<file path="src/rtl/mii_tx_framer_pkg.sv">
// Shared types and constants for the MII transmit framer and its nibble CRC.
package mii_tx_framer_pkg;

    typedef enum logic [2:0] {
        ST_IDLE,
        ST_PRE,
        ST_SFD,
        ST_DATA,
        ST_PAD,
        ST_FCS,
        ST_DROP,
        ST_IFG
    } state_t;

    localparam logic [3:0]  PREAMBLE_NIB = 4'h5;
    localparam logic [3:0]  SFD_NIB      = 4'hD;
    localparam logic [31:0] CRC_INIT     = 32'hFFFF_FFFF;
    localparam logic [31:0] CRC_RESIDUE  = 32'hC704_DD7B;
    localparam logic [31:0] CRC_POLY     = 32'h04C1_1DB7;

    // Number of 0x5 nibbles on the wire before the 0xD that closes the SFD.
    localparam int PRE_NIBBLES = 15;

    // FCS nibble k: inverted, bit-reversed crc[31-4k:28-4k].
    function automatic logic [3:0] fcs_nibble(input logic [31:0] crc, input logic [2:0] k);
        logic [31:0] sh;
        sh = crc << {k, 2'b00};
        return ~{sh[28], sh[29], sh[30], sh[31]};
    endfunction

endpackage

</file>
<file path="src/rtl/eth_crc32_d4.sv">
// Ethernet CRC-32 (poly 0x04C11DB7), MSB-first register, 4 input bits per clock
// taken LSB first (bit-reversed nibble input).
module eth_crc32_d4
    import mii_tx_framer_pkg::*;
(
    input  logic        clk,
    input  logic        rst,
    input  logic [3:0]  data_in,
    input  logic        crc_en,
    output logic [31:0] crc_out
);

    logic [31:0] crc_next;

    always_comb begin
        crc_next = crc_out;
        for (int i = 0; i < 4; i++) begin
            if (crc_next[31] ^ data_in[i]) begin
                crc_next = {crc_next[30:0], 1'b0} ^ CRC_POLY;
            end else begin
                crc_next = {crc_next[30:0], 1'b0};
            end
        end
    end

    always_ff @(posedge clk or posedge rst) begin
        if (rst) begin
            crc_out <= CRC_INIT;
        end else if (crc_en) begin
            crc_out <= crc_next;
        end
    end

endmodule

</file>
<file path="src/rtl/mii_tx_framer.sv">
// MII transmit framer: preamble/SFD, payload nibbles, zero pad, FCS and
// inter-frame gap from a byte stream; underrun aborts the frame with tx_er.
module mii_tx_framer
    import mii_tx_framer_pkg::*;
#(
    parameter int MIN_BYTES   = 60,
    parameter int IFG_NIBBLES = 24
) (
    input  logic       clk,
    input  logic       rst,
    input  logic [7:0] s_data,
    input  logic       s_valid,
    input  logic       s_last,
    output logic       s_ready,
    output logic [3:0] txd,
    output logic       tx_en,
    output logic       tx_er,
    output logic       busy
);

    localparam logic [10:0] MIN_CNT  = 11'(MIN_BYTES);
    localparam logic [15:0] PRE_LAST = 16'(PRE_NIBBLES - 2);
    localparam logic [15:0] IFG_LAST = 16'(IFG_NIBBLES - 1);

    state_t      state, state_nx;
    logic        phase, phase_nx;
    logic [10:0] count, count_nx, count_inc;
    logic [15:0] tick, tick_nx;
    logic [3:0]  txd_nx;
    logic        tx_en_nx, tx_er_nx;
    logic        crc_en, crc_init_q, crc_rst;
    logic [31:0] crc;

    // Handshake: a byte moves when s_valid && s_ready at a rising edge; s_valid
    // must then hold the byte and s_last steady until that edge.
    assign s_ready   = ((state == ST_DATA) && phase) || (state == ST_DROP);
    assign count_inc = (count == 11'h7FF) ? count : count + 11'd1;

    // Outputs are registered decisions of the current cycle, so the wire
    // shows each state's nibble one clock later; IDLE emits the first 0x5.
    always_comb begin
        state_nx = state;
        phase_nx = phase;
        count_nx = count;
        tick_nx  = tick;
        txd_nx   = 4'h0;
        tx_en_nx = 1'b0;
        tx_er_nx = 1'b0;
        crc_en   = 1'b0;
        case (state)
            ST_IDLE: begin
                if (s_valid) begin
                    state_nx = ST_PRE;
                    tx_en_nx = 1'b1;
                    txd_nx   = PREAMBLE_NIB;
                    tick_nx  = 16'd1;
                    count_nx = 11'd0;
                    phase_nx = 1'b0;
                end
            end
            ST_PRE: begin
                tx_en_nx = 1'b1;
                txd_nx   = PREAMBLE_NIB;
                tick_nx  = tick + 16'd1;
                if (tick == PRE_LAST) begin
                    state_nx = ST_SFD;
                    tick_nx  = 16'd0;
                end
            end
            ST_SFD: begin
                tx_en_nx = 1'b1;
                if (tick == 16'd0) begin
                    txd_nx  = PREAMBLE_NIB;
                    tick_nx = 16'd1;
                end else begin
                    txd_nx   = SFD_NIB;
                    state_nx = ST_DATA;
                    tick_nx  = 16'd0;
                    phase_nx = 1'b0;
                end
            end
            ST_DATA: begin
                tx_en_nx = 1'b1;
                if (!s_valid) begin
                    tx_er_nx = 1'b1;
                    state_nx = ST_DROP;
                end else begin
                    crc_en   = 1'b1;
                    phase_nx = ~phase;
                    if (!phase) begin
                        txd_nx = s_data[3:0];
                    end else begin
                        txd_nx   = s_data[7:4];
                        count_nx = count_inc;
                        if (s_last) begin
                            tick_nx  = 16'd0;
                            state_nx = (count_inc < MIN_CNT) ? ST_PAD : ST_FCS;
                        end
                    end
                end
            end
            ST_PAD: begin
                tx_en_nx = 1'b1;
                crc_en   = 1'b1;
                phase_nx = ~phase;
                if (phase) begin
                    count_nx = count_inc;
                    if (count_inc >= MIN_CNT) begin
                        state_nx = ST_FCS;
                        tick_nx  = 16'd0;
                    end
                end
            end
            ST_FCS: begin
                tx_en_nx = 1'b1;
                txd_nx   = fcs_nibble(crc, tick[2:0]);
                tick_nx  = tick + 16'd1;
                if (tick == 16'd7) begin
                    state_nx = ST_IFG;
                    tick_nx  = 16'd0;
                end
            end
            ST_DROP: begin
                if (s_valid && s_last) begin
                    state_nx = ST_IFG;
                    tick_nx  = 16'd0;
                end
            end
            ST_IFG: begin
                tick_nx = tick + 16'd1;
                if (tick == IFG_LAST) begin
                    state_nx = ST_IDLE;
                    tick_nx  = 16'd0;
                end
            end
            default: state_nx = ST_IDLE;
        endcase
    end

    always_ff @(posedge clk or posedge rst) begin
        if (rst) begin
            state      <= ST_IDLE;
            phase      <= 1'b0;
            count      <= 11'd0;
            tick       <= 16'd0;
            txd        <= 4'h0;
            tx_en      <= 1'b0;
            tx_er      <= 1'b0;
            busy       <= 1'b0;
            crc_init_q <= 1'b0;
        end else begin
            state      <= state_nx;
            phase      <= phase_nx;
            count      <= count_nx;
            tick       <= tick_nx;
            txd        <= txd_nx;
            tx_en      <= tx_en_nx;
            tx_er      <= tx_er_nx;
            busy       <= (state_nx != ST_IDLE);
            crc_init_q <= (state_nx == ST_PRE);
        end
    end

    // The CRC is held at its seed for the whole preamble by a glitch-free flop.
    assign crc_rst = rst | crc_init_q;

    eth_crc32_d4 u_crc (
        .clk     (clk),
        .rst     (crc_rst),
        .data_in (txd_nx),
        .crc_en  (crc_en),
        .crc_out (crc)
    );

endmodule
</file>
<file path="config.mk">
export PLATFORM = sky130hd
export DESIGN_NAME = mii_tx_framer
export DESIGN_NICKNAME = d
export VERILOG_FILES = /design/src/rtl/mii_tx_framer_pkg.sv /design/src/rtl/eth_crc32_d4.sv /design/src/rtl/mii_tx_framer.sv
export SDC_FILE = /design/constraint.sdc
export NUM_CORES = 1
export LEC_CHECK = 0
export BUFFER_PORTS_ARGS = -buffer_cell sky130_fd_sc_hd__buf_2
export CAP_MARGIN = 20
export CORE_MARGIN = 5
export CORE_UTILIZATION = 34
export DETAILED_ROUTE_END_ITERATION = 6
export HOLD_SLACK_MARGIN = 0.08
export SETUP_SLACK_MARGIN = 0.2
export SLEW_MARGIN = 20
export SYNTH_ARGS = -nofsm -noshare
export SYNTH_HDL_FRONTEND = slang
export SYNTH_SLANG_ARGS = --single-unit
</file>
<file path="constraint.sdc">
create_clock -name clk -period 4.8 [get_ports clk]
set_clock_uncertainty 0.1 [all_clocks]
set_input_delay 0.72 -clock clk [delete_from_list [all_inputs] [get_ports clk]]
set_output_delay 0.72 -clock clk [all_outputs]
set_load 0.005 [all_outputs]
</file>
==> results by group, run 1 <==
Drt
  • TritonRoute pass-1 iters: 5
  • Via density: between 5 and 6
  • Drt wl/cell: roughly 16 um
  • 1st-iter DRT viols: ~320
  • Vias: roughly 3500
  • Final ANT Viol Nets: 0
  • Post-Route WL: 10290 um
  • DRC violations left: 0

Yosys
  • Main combinational cell family by area after synthesis: simple AND/OR/NAND/NOR gates
  • Seq/Total Area, Yosys: approximately 40%
  • YS warnings: 0
  • Netlist cell types: slightly above 60
  • Post-Synth Adder-Cell Area: between 1 and 1.5%
  • Ys flop type: dfrtp_1
  • Register bit total from synthesis: 71
  • Synth Cell Area: between 4000 and 5000 um2
  • Cells after Synth: around 470
  • EDFF count, synth: 0
  • Syn Nets: slightly below 500
  • Async SR Flop Fraction: 100.0%
  • Synth Area in Compound Gates: around 16%
  • Avg Cell Area, Syn: about 9.7 um2
  • Simple-gate area share of the yosys netlist: approximately a fifth
  • Mux cell area share after synthesis: about 8%
  • Xor and xnor area share after synthesis: around an eighth

Setup path
  • Critical Path AT: 3.56 ns
  • Startpoint Class: flop
  • CP Capture Type: flop
  • Crit Path Max Fanout: 14
  • Family with the most delay on the worst path: XOR/XNOR gates
  • Cell Chain, Critical Path: mux2_2 > or3_1 > a31oi_1 > a211oi_1 > xnor2_2 > xor3_1 > a21oi_1
  • Slowest CP cell: xnor2_2
  • WP buf/inv: 0
  • Max stage delay on crit path: 0.84 ns
  • WP data required: between 4 and 5 ns
  • Worst Path Class, Setup: reg -> reg

GRT
  • Largest net degree at the start of global routing: 40
  • Initial antenna violation count: 0
  • First-pass GRT wire length: 17560 um
  • Number of global-route vias before repair: between 3000 and 4000
  • Total gr overflow: 0
  • Total track usage: between 10% and 20%

Placed design
  • Routability Congestion: between 0.8 and 0.9
  • Post-DP HPWL: a little over 7000 um
  • Port Buffers: 19

Power and ir drop
  • Leak: approximately 2.2 nW
  • PD cells: between 200 and 300 nW/um2
  • Internal power: about 1.0 mW
  • Switching Share: a little under a quarter
  • Clk network pwr share: a little under half
  • Maximum VDD drop: about 0.00015 V
  • Gate power share: ~5.8%
  • Final Total Pwr: 1.334 mW
  • Switch Pwr: 0.3097 mW
  • Share of power burned in registers: 47.6%

Timing
  • Worst-Margin Slew: between 1 and 1.5 ns
  • Setup TNS Final: 0 ns
  • Final setup violation count: 0
  • Min cycle time layout: approximately 3.4 ns
  • Max Fclk: between 200 and 300 MHz
  • Period Utilization, post-route: 70.63%
  • Pins Over Slew Limit: 0
  • Final Hold Fails: 0
  • Max-slew headroom: ~29%
  • RSZ-0062 raised after global routing: no

Floorplan
  • Die Ht: between 100 and 150 um
  • Core Area: roughly 13000 um2
  • Die width: 126.0 um
  • Cell Rows: 42
  • Starting density of the core: ~35%
  • Number of primary I/O pins: 20
  • Die area: 15880 um2

Clock tree
  • CTS Buffer Depth: 2
  • Total number of H-tree levels: 3
  • Clk slew on worst S/H paths: about 0.06 ns
  • Post-CTS setup buffer count: 0
  • Clock sink total: 71
  • CTS tree: built
  • CTS Root Cell: clkbuf_16
  • PostCTS Resize Cnt: 0
  • Worst-Skew Late Latency: 0.34 ns
  • Cts hold-fix bufs: 0
  • TritonCTS buffer count: 9

Cells and area
  • Share of layout cells above drive strength 1: a little over 20%
  • Layout area overhead: 10.69%
  • N_diodes: 0
  • Layout Nets: ~490

Run status
  • Status: finished clean

Flow run
  • MaxCap Viol Count: 0

Hold path
  • HP Class: reg -> reg
==> cells by family (layout without fill, tap and decap cells) <==
group	count (synthesis)	in the layout
xor gates and xnor gates	42	42
adders and majority gates	4	4
muxes	27	27
buffers and inverters	40	50
AOI/OAI and AO/OA	106	106
and+or+nand+nor	183	183
DFF	71	71
==> cell type report <==
class	instances	area (um2)
tap	176	220.2
fill	1326	8177
inverter	11	41.29
multi-input combinational	362	2587
sequential	71	1817
clock buffer	10	239.0
clock inverter	6	36.28
timing repair buffer	23	125.1
==> synthesized netlist by cell type, types with 2 or more instances <==
library cell | instances | share of area [%]
dfstp_2 | 32 | 18
o21a_1 | 2 | 0.33
mux2_2 | 10 | 2.5
o32ai_1 | 2 | 0.38
a221o_1 | 2 | 0.44
clkbuf_1 | 19 | 1.6
buf_4 | 2 | 0.33
nand3_1 | 16 | 1.7
nand2_1 | 63 | 5.2
a21oi_1 | 29 | 3.2
and3_1 | 11 | 1.5
mux4_2 | 5 | 2.5
xor3_1 | 7 | 3.6
a211oi_1 | 2 | 0.33
nor2b_1 | 6 | 0.82
xor2_1 | 6 | 1.1
nor3_1 | 17 | 1.9
xnor2_1 | 22 | 4.2
nand4b_1 | 3 | 0.57
buf_6 | 2 | 0.49
and2_1 | 5 | 0.68
buf_2 | 4 | 0.44
mux2i_1 | 10 | 2.2
and4_1 | 2 | 0.38
or3_1 | 5 | 0.68
nor4b_1 | 2 | 0.38
a22o_1 | 8 | 1.5
o21ai_0 | 30 | 3.3
xnor2_2 | 3 | 1.1
a31o_2 | 2 | 0.38
a41oi_1 | 2 | 0.38
a22oi_1 | 3 | 0.49
inv_1 | 10 | 0.82
nand4_1 | 11 | 1.5
xor2_4 | 2 | 1.2
dfrtp_1 | 39 | 21
a31oi_1 | 4 | 0.55
o22a_1 | 2 | 0.38
nor2_1 | 36 | 3.0
nor4_1 | 3 | 0.41
nand2b_1 | 2 | 0.27
o211ai_1 | 2 | 0.33
ha_1 | 4 | 1.1
a211o_1 | 7 | 1.3
==> power by group through the flow <==
stage,registers [mW],logic (mW),clock network (mW)
after detailed placement,0.645,0.0793,0
after global routing,0.637,0.0864,0.668
final,0.635,0.0776,0.622
after CTS,0.635,0.0794,0.642
after global placement,0.645,0.0777,0
after floorplan,0.641,0.0620,0
==> final timing paths <==
check | from | endpoint | slack [ns] | cells after the start
worst max-delay path | tick[0]$_DFFE_PP0P_ | u_crc.crc_out[5]$_DFFE_PP1P_ | 1.41 | 7
worst min-delay path | u_crc.crc_out[0]$_DFFE_PP1P_ | u_crc.crc_out[0]$_DFFE_PP1P_ | 0.36 | 2
worst max register to register | tick[0]$_DFFE_PP0P_ | u_crc.crc_out[5]$_DFFE_PP1P_ | 1.41 | 7
worst min register to register | u_crc.crc_out[0]$_DFFE_PP1P_ | u_crc.crc_out[0]$_DFFE_PP1P_ | 0.36 | 2
max in group asynchronous | rst | tick[12]$_DFFE_PP0P_ | 3.81 | 3
min in group asynchronous | rst | txd[1]$_DFF_PP0_ | 0.41 | 3
==> per-layer routing <==
layer / global-route usage [%] / vias up / wire length, um
li1: - / 1715 / -
met1: 18.54 / 1725 / 4897
met2: 20.94 / 73 / 4856
met3: 2.498 / 16 / 318
met4: 6.057 / 0 / 219
met5: 0 / - / 0
==> cell usage in the layout, fill, tap and decap left out, types with 3 or more instances in the layout <==
cell type	instances
buf_2	19
nand2_1	63
and3_1	11
nor2_1	35
dfrtp_1	39
a22oi_1	3
inv_1	9
o21ai_0	30
a22o_1	8
and2_1	5
mux4_2	5
buf_4	4
nor2b_1	6
mux2i_1	10
nand4b_1	3
nand3_1	16
nor3_1	17
xor2_1	6
mux2_2	10
clkinv_1	3
or3_1	5
ha_1	4
clkbuf_16	9
a21oi_1	28
xor3_1	7
dfstp_2	32
xnor2_1	22
nand4_1	11
xnor2_2	3
a211o_1	7
nor4_1	3
a31oi_1	4
clkinv_2	3
==> tightest hold or removal path: stages (launching register included) <==
cell and delay [ns]:
dfstp_2 0.37, nand2_1 0.05, nand2_1 0.04
==> registers in the layout, summed over array words and instances, names as in the netlist <==
| register | flops |
|---|---|
| busy | 1 |
| count | 11 |
| crc_init_q | 1 |
| phase | 1 |
| state | 3 |
| tick | 16 |
| tx_en | 1 |
| tx_er | 1 |
| txd | 4 |
| u_crc.crc_out | 32 |
==> through the flow <==
stage	util [%]	instances	hold slack (ns)	cell area [um2]	setup WS, ns
2_1_floorplan	-	473	0.3419	4577	2.034
3_3_place_gp	36.15	643	0.3520	4787	1.456
3_5_place_dp	36.15	643	0.3556	4787	1.409
4_1_cts	38.23	659	0.3685	5062	1.368
5_1_grt	38.26	659	0.3725	5066	1.180
6_report	38.26	659	0.3638	5066	1.410
No activity file was read; power rests on OpenSTA's default activity.
==> inputs of run 2 (changes only) <==
- clock period: 4.8 -> 3.4 ns (I/O delays scaled with it)
==> results by group, run 2 (same netlist as run 1, synthesis figures left out) <==
Drt
  • Final ANT Viol Nets: 0 (unchanged)
  • Vias: 3559 (+0.85%)
  • TritonRoute pass-1 iters: 5 (unchanged)
  • Post-Route WL: 10440 um (+1.4%)
  • 1st-iter DRT viols: 271 (-14%)
  • DRC violations left: 0 (unchanged)
  • Via density: 5.336 (-0.36%)
  • Drt wl/cell: 15.65 um (+0.23%)

GRT
  • Total gr overflow: 0 (unchanged)
  • Initial antenna violation count: 0 (unchanged)
  • Total track usage: 13.37% (-0.18 points)
  • First-pass GRT wire length: 17390 um (-0.98%)
  • Number of global-route vias before repair: 3419 (-2.6%)
  • Largest net degree at the start of global routing: 40 (unchanged)

Cells and area
  • Share of layout cells above drive strength 1: 22.00% (+1.5 points)
  • N_diodes: 0 (unchanged)
  • Top Registers: u_crc.crc_out x32, tick x16, count x11
  • Number of flip-flops under the largest register name: 32 (unchanged)
  • Sequential cell area: 1817 um2 (unchanged)
  • Commonest non-fill, non-tap cell in the layout: nand2_1
  • Layout Nets: 502 (+1.6%)
  • Biggest register: u_crc.crc_out
  • Utilization after layout: 39.19% (+0.94 points)
  • Multi-input gate area: 2604 um2 (+0.63%)
  • Layout area overhead: 13.40%
  • Final instance area: 5190 um2 (+2.4%)
  • Most frequent cells in the layout: nand2_1 (63), dfrtp_1 (39), nor2_1 (35)
  • Fill count: 1340 (+1.1%)

Floorplan
  • Starting density of the core: 34.56% (unchanged)
  • Die Ht: 126.0 um (unchanged)
  • Core Area: 13240 um2 (unchanged)
  • Die area: 15880 um2 (unchanged)
  • Cell Rows: 42 (unchanged)
  • Number of primary I/O pins: 20 (unchanged)
  • Die width: 126.0 um (unchanged)

Setup path
  • Crit Reg-Reg Endpoint: u_crc.crc_out[4]$_DFFE_PP1P_
  • Crit Path Max Fanout: 14 (unchanged)
  • Critical Path AT: 3.10 ns (-0.46 ns)
  • Critical Path End: u_crc.crc_out[4]$_DFFE_PP1P_
  • Reg2Reg Setup Slack: 0.47 ns (-0.94 ns)
  • Worst reg2reg startpoint: tick[1]$_DFFE_PP0P_
  • CP Capture Type: flop
  • Startpoint Class: flop
  • Worst setup startpoint: tick[1]$_DFFE_PP0P_
  • WP data required: 3.57 ns (-1.40 ns)
  • Worst r2r path cells: 8 (+1)
  • Worst Path Class, Setup: reg -> reg

Timing
  • RSZ-0062 raised after global routing: no
  • Min cycle time layout: 2.929 ns (-0.4609 ns)
  • Period Utilization, post-route: 86.16% (+16 points)
  • Max Fclk: 341.4 MHz (+16%)
  • Setup TNS Final: 0 ns (unchanged)
  • Worst-Margin Slew: 0.6980 ns (-0.3614 ns)
  • Final setup violation count: 0 (unchanged)
  • Final Hold Fails: 0 (unchanged)
  • Max-slew headroom: 53.47% (+24 points)
  • Pins Over Slew Limit: 0 (unchanged)

Power and ir drop
  • Leak: 2.234 nW (+2.6%)
  • PD cells: 391.8 nW/um2 (+49%)
  • Maximum VDD drop: 0.0002930 V (+100%)

Clock tree
  • CTS Buffer Depth: 2 (unchanged)
  • CTS tree: built
  • Clk slew on worst S/H paths: 0.06 ns (about the same)
  • Worst-Skew Late Latency: 0.34 ns (about the same)
  • Clock sink total: 71 (unchanged)
  • Total number of H-tree levels: 3 (unchanged)
  • TritonCTS buffer count: 9 (unchanged)
  • Cts hold-fix bufs: 0 (unchanged)
  • CTS Root Cell: clkbuf_16

Flow run
  • MaxCap Viol Count: 0 (unchanged)

Placed design
  • Routability Congestion: 0.8832 (+0.58%)
  • Port Buffers: 19 (unchanged)
  • Post-DP HPWL: 7265 um (+2.4%)
  • Placed cell area: 4847 um2 (+1.3%)

Hold path
  • HP Class: in -> async

Run status
  • Status: finished clean
run 2: changes by cell type in the layout (fill, tap and decap cells not counted), sizes merged:
cell / previous run / this run
buf: 23 / 31
clkinv: 8 / 4
bufinv: 0 / 2
clkinvlp: 0 / 2
run 2: per-layer routing:
metal	global-route usage [%]	vias to the layer above	routed length [um]
met5	0	-	0
met4	4.795	0	174
met3	3.345	16	393
met2	20.53	66	4727
met1	18.35	1741	5146
li1	-	1736	-
run 2: repair_timing:
item                                    in CTS  in global routing
endpoints found under the setup margin       0                  8
buffers inserted                             0                  0
gates resized for setup                      0                  1
run 2: cell type report:
type / count / share of cell area (%)
clock buffer: 10 / 4.605
tap: 176 / 4.243
timing repair buffer: 31 / 3.568
multi-input combinational: 362 / 50.17
clock inverter: 6 / 1.615
inverter: 11 / 0.7956
sequential: 71 / 35.00
run 2: report_power, final:
part / switching (mW) / internal [mW] / total, mW
Clock: 0.366 / 0.658 / 1.02
Sequential: 0.0193 / 0.879 / 0.899
Combinational: 0.0521 / 0.0587 / 0.111
run 2: critical path, stage by stage, from the launching register on:
cell      delay (ns)
dfrtp_1         0.46
inv_1           0.22
ha_1            0.18
nor4b_1         0.23
nand4_1         0.23
a211oi_2        0.50
xnor2_4         0.33
xor3_1          0.45
a21oi_1         0.15
run 2: how the worst min path moves through the flow:
| stage | start | endpoint | slack (ns) | cells past startpoint |
|---|---|---|---|---|
| floorplan | u_crc.crc_out[0]$_DFFE_PP1P_ | u_crc.crc_out[0]$_DFFE_PP1P_ | 0.34 | 2 |
| global placement | u_crc.crc_out[17]$_DFFE_PP1P_ | u_crc.crc_out[21]$_DFFE_PP1P_ | 0.35 | 2 |
| detailed placement | u_crc.crc_out[17]$_DFFE_PP1P_ | u_crc.crc_out[21]$_DFFE_PP1P_ | 0.36 | 2 |
| CTS | rst | count[0]$_DFFE_PP0P_ | 0.23 | 3 |
| global route | rst | count[0]$_DFFE_PP0P_ | 0.26 | 3 |
| finish | rst | count[0]$_DFFE_PP0P_ | 0.20 | 3 |
run 2: stage by stage:
| stage | power, mW | std cells | hold WS (ns) | setup slack [ns] |
|---|---|---|---|---|
| after floorplan | 0.9920 | 473 | 0.3419 | 0.7187 |
| after global placement | 1.020 | 651 | 0.3481 | 0.3858 |
| after detailed placement | 1.024 | 651 | 0.3569 | 0.3370 |
| after CTS | 2.065 | 667 | 0.2265 | 0.2910 |
| after global routing | 2.107 | 667 | 0.2598 | 0.2372 |
| final | 2.033 | 667 | 0.2021 | 0.4706 |
==> inputs of run 3 (changes only) <==
- CORE_ASPECT_RATIO: default -> 0.8
==> results by group, run 3 (same netlist as run 1, synthesis figures left out) <==
Setup path
  • Worst Path Class, Setup: reg -> reg
  • CP Capture Type: flop
  • Startpoint Class: flop
  • Family with the most delay on the worst path: XOR/XNOR gates
  • Cell Chain, Critical Path: inv_1 > ha_1 > nor4b_1 > nand4_1 > a211oi_4 > xnor2_4 > xor3_1 > a21oi_1
  • Max stage delay on crit path: 0.46 ns (-0.04 ns)
  • Slowest CP cell: dfrtp_1
  • Worst setup startpoint: tick[1]$_DFFE_PP0P_
  • WP buf/inv: 1 (unchanged)
  • Worst reg2reg startpoint: tick[1]$_DFFE_PP0P_
  • WP data required: 3.56 ns (about the same)
  • Crit Path Max Fanout: 14 (unchanged)
  • Worst r2r path cells: 8 (unchanged)
  • Reg2Reg Setup Slack: 0.49 ns (+0.02 ns)
  • Crit Reg-Reg Endpoint: u_crc.crc_out[8]$_DFFE_PP1P_
  • Critical Path AT: 3.07 ns (-0.03 ns)

Timing
  • Pins Over Slew Limit: 0 (unchanged)
  • Max Fclk: 343.5 MHz (+0.62%)
  • Setup TNS Final: 0 ns (unchanged)
  • Min cycle time layout: 2.911 ns (-0.01791 ns)
  • Final setup violation count: 0 (unchanged)
  • RSZ-0062 raised after global routing: no
  • Worst-Margin Slew: 0.6824 ns (-0.01556 ns)
  • Final Hold Fails: 0 (unchanged)
  • Max-slew headroom: 54.51% (+1.0 points)
  • Period Utilization, post-route: 85.63% (-0.53 points)

GRT
  • Largest net degree at the start of global routing: 40 (unchanged)
  • Initial antenna violation count: 0 (unchanged)
  • Number of global-route vias before repair: 3336 (-2.4%)
  • Total gr overflow: 0 (unchanged)
  • Total track usage: 13.54% (+0.17 points)
  • First-pass GRT wire length: 17760 um (+2.1%)

Power and ir drop
  • Leak: 2.255 nW (+0.93%)
  • Maximum VDD drop: 0.0002596 V (-11%)
  • PD cells: 387.2 nW/um2 (-1.2%)
  • Final Total Pwr: 2.013 mW (-1.0%)

Drt
  • Post-Route WL: 10440 um (about the same)
  • Vias: 3588 (+0.81%)
  • 1st-iter DRT viols: 375 (+38%)
  • TritonRoute pass-1 iters: 5 (unchanged)
  • Final ANT Viol Nets: 0 (unchanged)
  • Drt wl/cell: 15.67 um (+0.12%)
  • DRC violations left: 0 (unchanged)
  • Via density: 5.387 (+0.97%)

Cells and area
  • Most frequent cells in the layout: nand2_1 (63), dfrtp_1 (39), nor2_1 (35)
  • Sequential cell area: 1817 um2 (unchanged)
  • Biggest register: u_crc.crc_out
  • Top Registers: u_crc.crc_out x32, tick x16, count x11
  • N_diodes: 0 (unchanged)
  • Layout Nets: 502 (unchanged)
  • Multi-input gate area: 2611 um2 (+0.29%)
  • Commonest non-fill, non-tap cell in the layout: nand2_1
  • Layout area overhead: 13.59%
  • Fill count: 1242 (-7.3%)
  • Post-Layout Cell Count: 666 (-0.15%)
  • Number of flip-flops under the largest register name: 32 (unchanged)
  • Share of layout cells above drive strength 1: 22.20% (+0.20 points)

Clock tree
  • Clock sink total: 71 (unchanged)
  • Worst-Skew Late Latency: 0.33 ns (about the same)
  • Total number of H-tree levels: 3 (unchanged)
  • TritonCTS buffer count: 9 (unchanged)
  • Clk slew on worst S/H paths: 0.06 ns (about the same)
  • CTS Buffer Depth: 2 (unchanged)
  • CTS tree: built
  • CTS Root Cell: clkbuf_16

Placed design
  • Port Buffers: 19 (unchanged)
  • Post-DP HPWL: 7460 um (+2.7%)
  • Routability Congestion: 0.8683 (-1.7%)
  • Dpl cells: 650 (-0.15%)

Floorplan
  • Die Ht: 113.8 um (-9.7%)
  • Die area: 15900 um2 (about the same)
  • Starting density of the core: 35.18% (+0.62 points)
  • Number of primary I/O pins: 20 (unchanged)
  • Core Area: 13010 um2 (-1.8%)
  • Die width: 139.7 um (+11%)
  • Cell Rows: 37 (-12%)

Flow run
  • MaxCap Viol Count: 0 (unchanged)

Hold path
  • HP Class: in -> async

Run status
  • Status: finished clean
==> run 3: cell count changes in the layout (fill, tap and decap cells not counted), sizes merged <==
cell | before | now
clkbuf | 10 | 12
clkinv | 4 | 2
clkinvlp | 2 | 0
inv | 9 | 12
bufinv | 2 | 1
==> run 3: worst max-delay path by stage <==
stage	endpoint	slack, ns	cells past startpoint
after floorplan	u_crc.crc_out[4]$_DFFE_PP1P_	0.72	10
after global placement	u_crc.crc_out[5]$_DFFE_PP1P_	0.40	8
after detailed placement	u_crc.crc_out[7]$_DFFE_PP1P_	0.28	8
after CTS	u_crc.crc_out[7]$_DFFE_PP1P_	0.25	8
after global routing	u_crc.crc_out[8]$_DFFE_PP1P_	0.22	8
final	u_crc.crc_out[8]$_DFFE_PP1P_	0.49	8
==> run 3: metrics by stage <==
| stage | hold slack, ns | area [um2] | setup WS [ns] | utilization [%] |
|---|---|---|---|---|
| floorplan | 0.3419 | 4577 | 0.7187 | - |
| global placement | 0.3547 | 4846 | 0.4041 | 37.25 |
| detailed placement | 0.3579 | 4846 | 0.2770 | 37.25 |
| CTS | 0.2283 | 5171 | 0.2490 | 39.75 |
| global route | 0.2864 | 5199 | 0.2159 | 39.96 |
| finish | 0.2125 | 5199 | 0.4885 | 39.96 |
==> run 3: final cells by class <==
cell class                 count  area share [%]
inverter                      11          0.7942
tap                          175           4.212
clock buffer                  12           5.343
timing repair buffer          31           3.562
sequential                    71           34.95
multi-input combinational    362           50.23
clock inverter                 4          0.9146
==> run 3: timing repair <==
item / in CTS / in global routing
endpoints found under the setup margin: 0 / 10
setup buffers: 0 / 0
gates resized for setup: 0 / 3
hold buffers: 0 / 0
endpoints found under the hold margin: 0 / 0
==> run 3: worst reg2reg max path: cells and delay by family, from the launching register on <==
family | cells | cell delay [ns]
AO/OA/AOI/OAI | 2 | 0.61
XOR/XNOR | 2 | 0.76
buffers and inverters | 1 | 0.21
AND/OR/NAND/NOR | 2 | 0.52
flip-flops | 1 | 0.46
adder cells (fa/ha/maj) | 1 | 0.18
==> run 3: report_power, final <==
part	total, mW	internal [mW]	leakage [nW]	switching, mW
Sequential	0.900	0.879	0.833	0.0203
Combinational	0.109	0.0586	1.26	0.0506
Clock	1.00	0.652	0.165	0.352
==> run 3: routing by layer <==
metal | track usage (%) | routed length, um | up-vias
li1 | - | - | 1732
met1 | 19.97 | 5095 | 1744
met2 | 20.28 | 4737 | 97
met3 | 3.143 | 486 | 15
met4 | 2.970 | 119 | 0
met5 | 0 | 0 | -
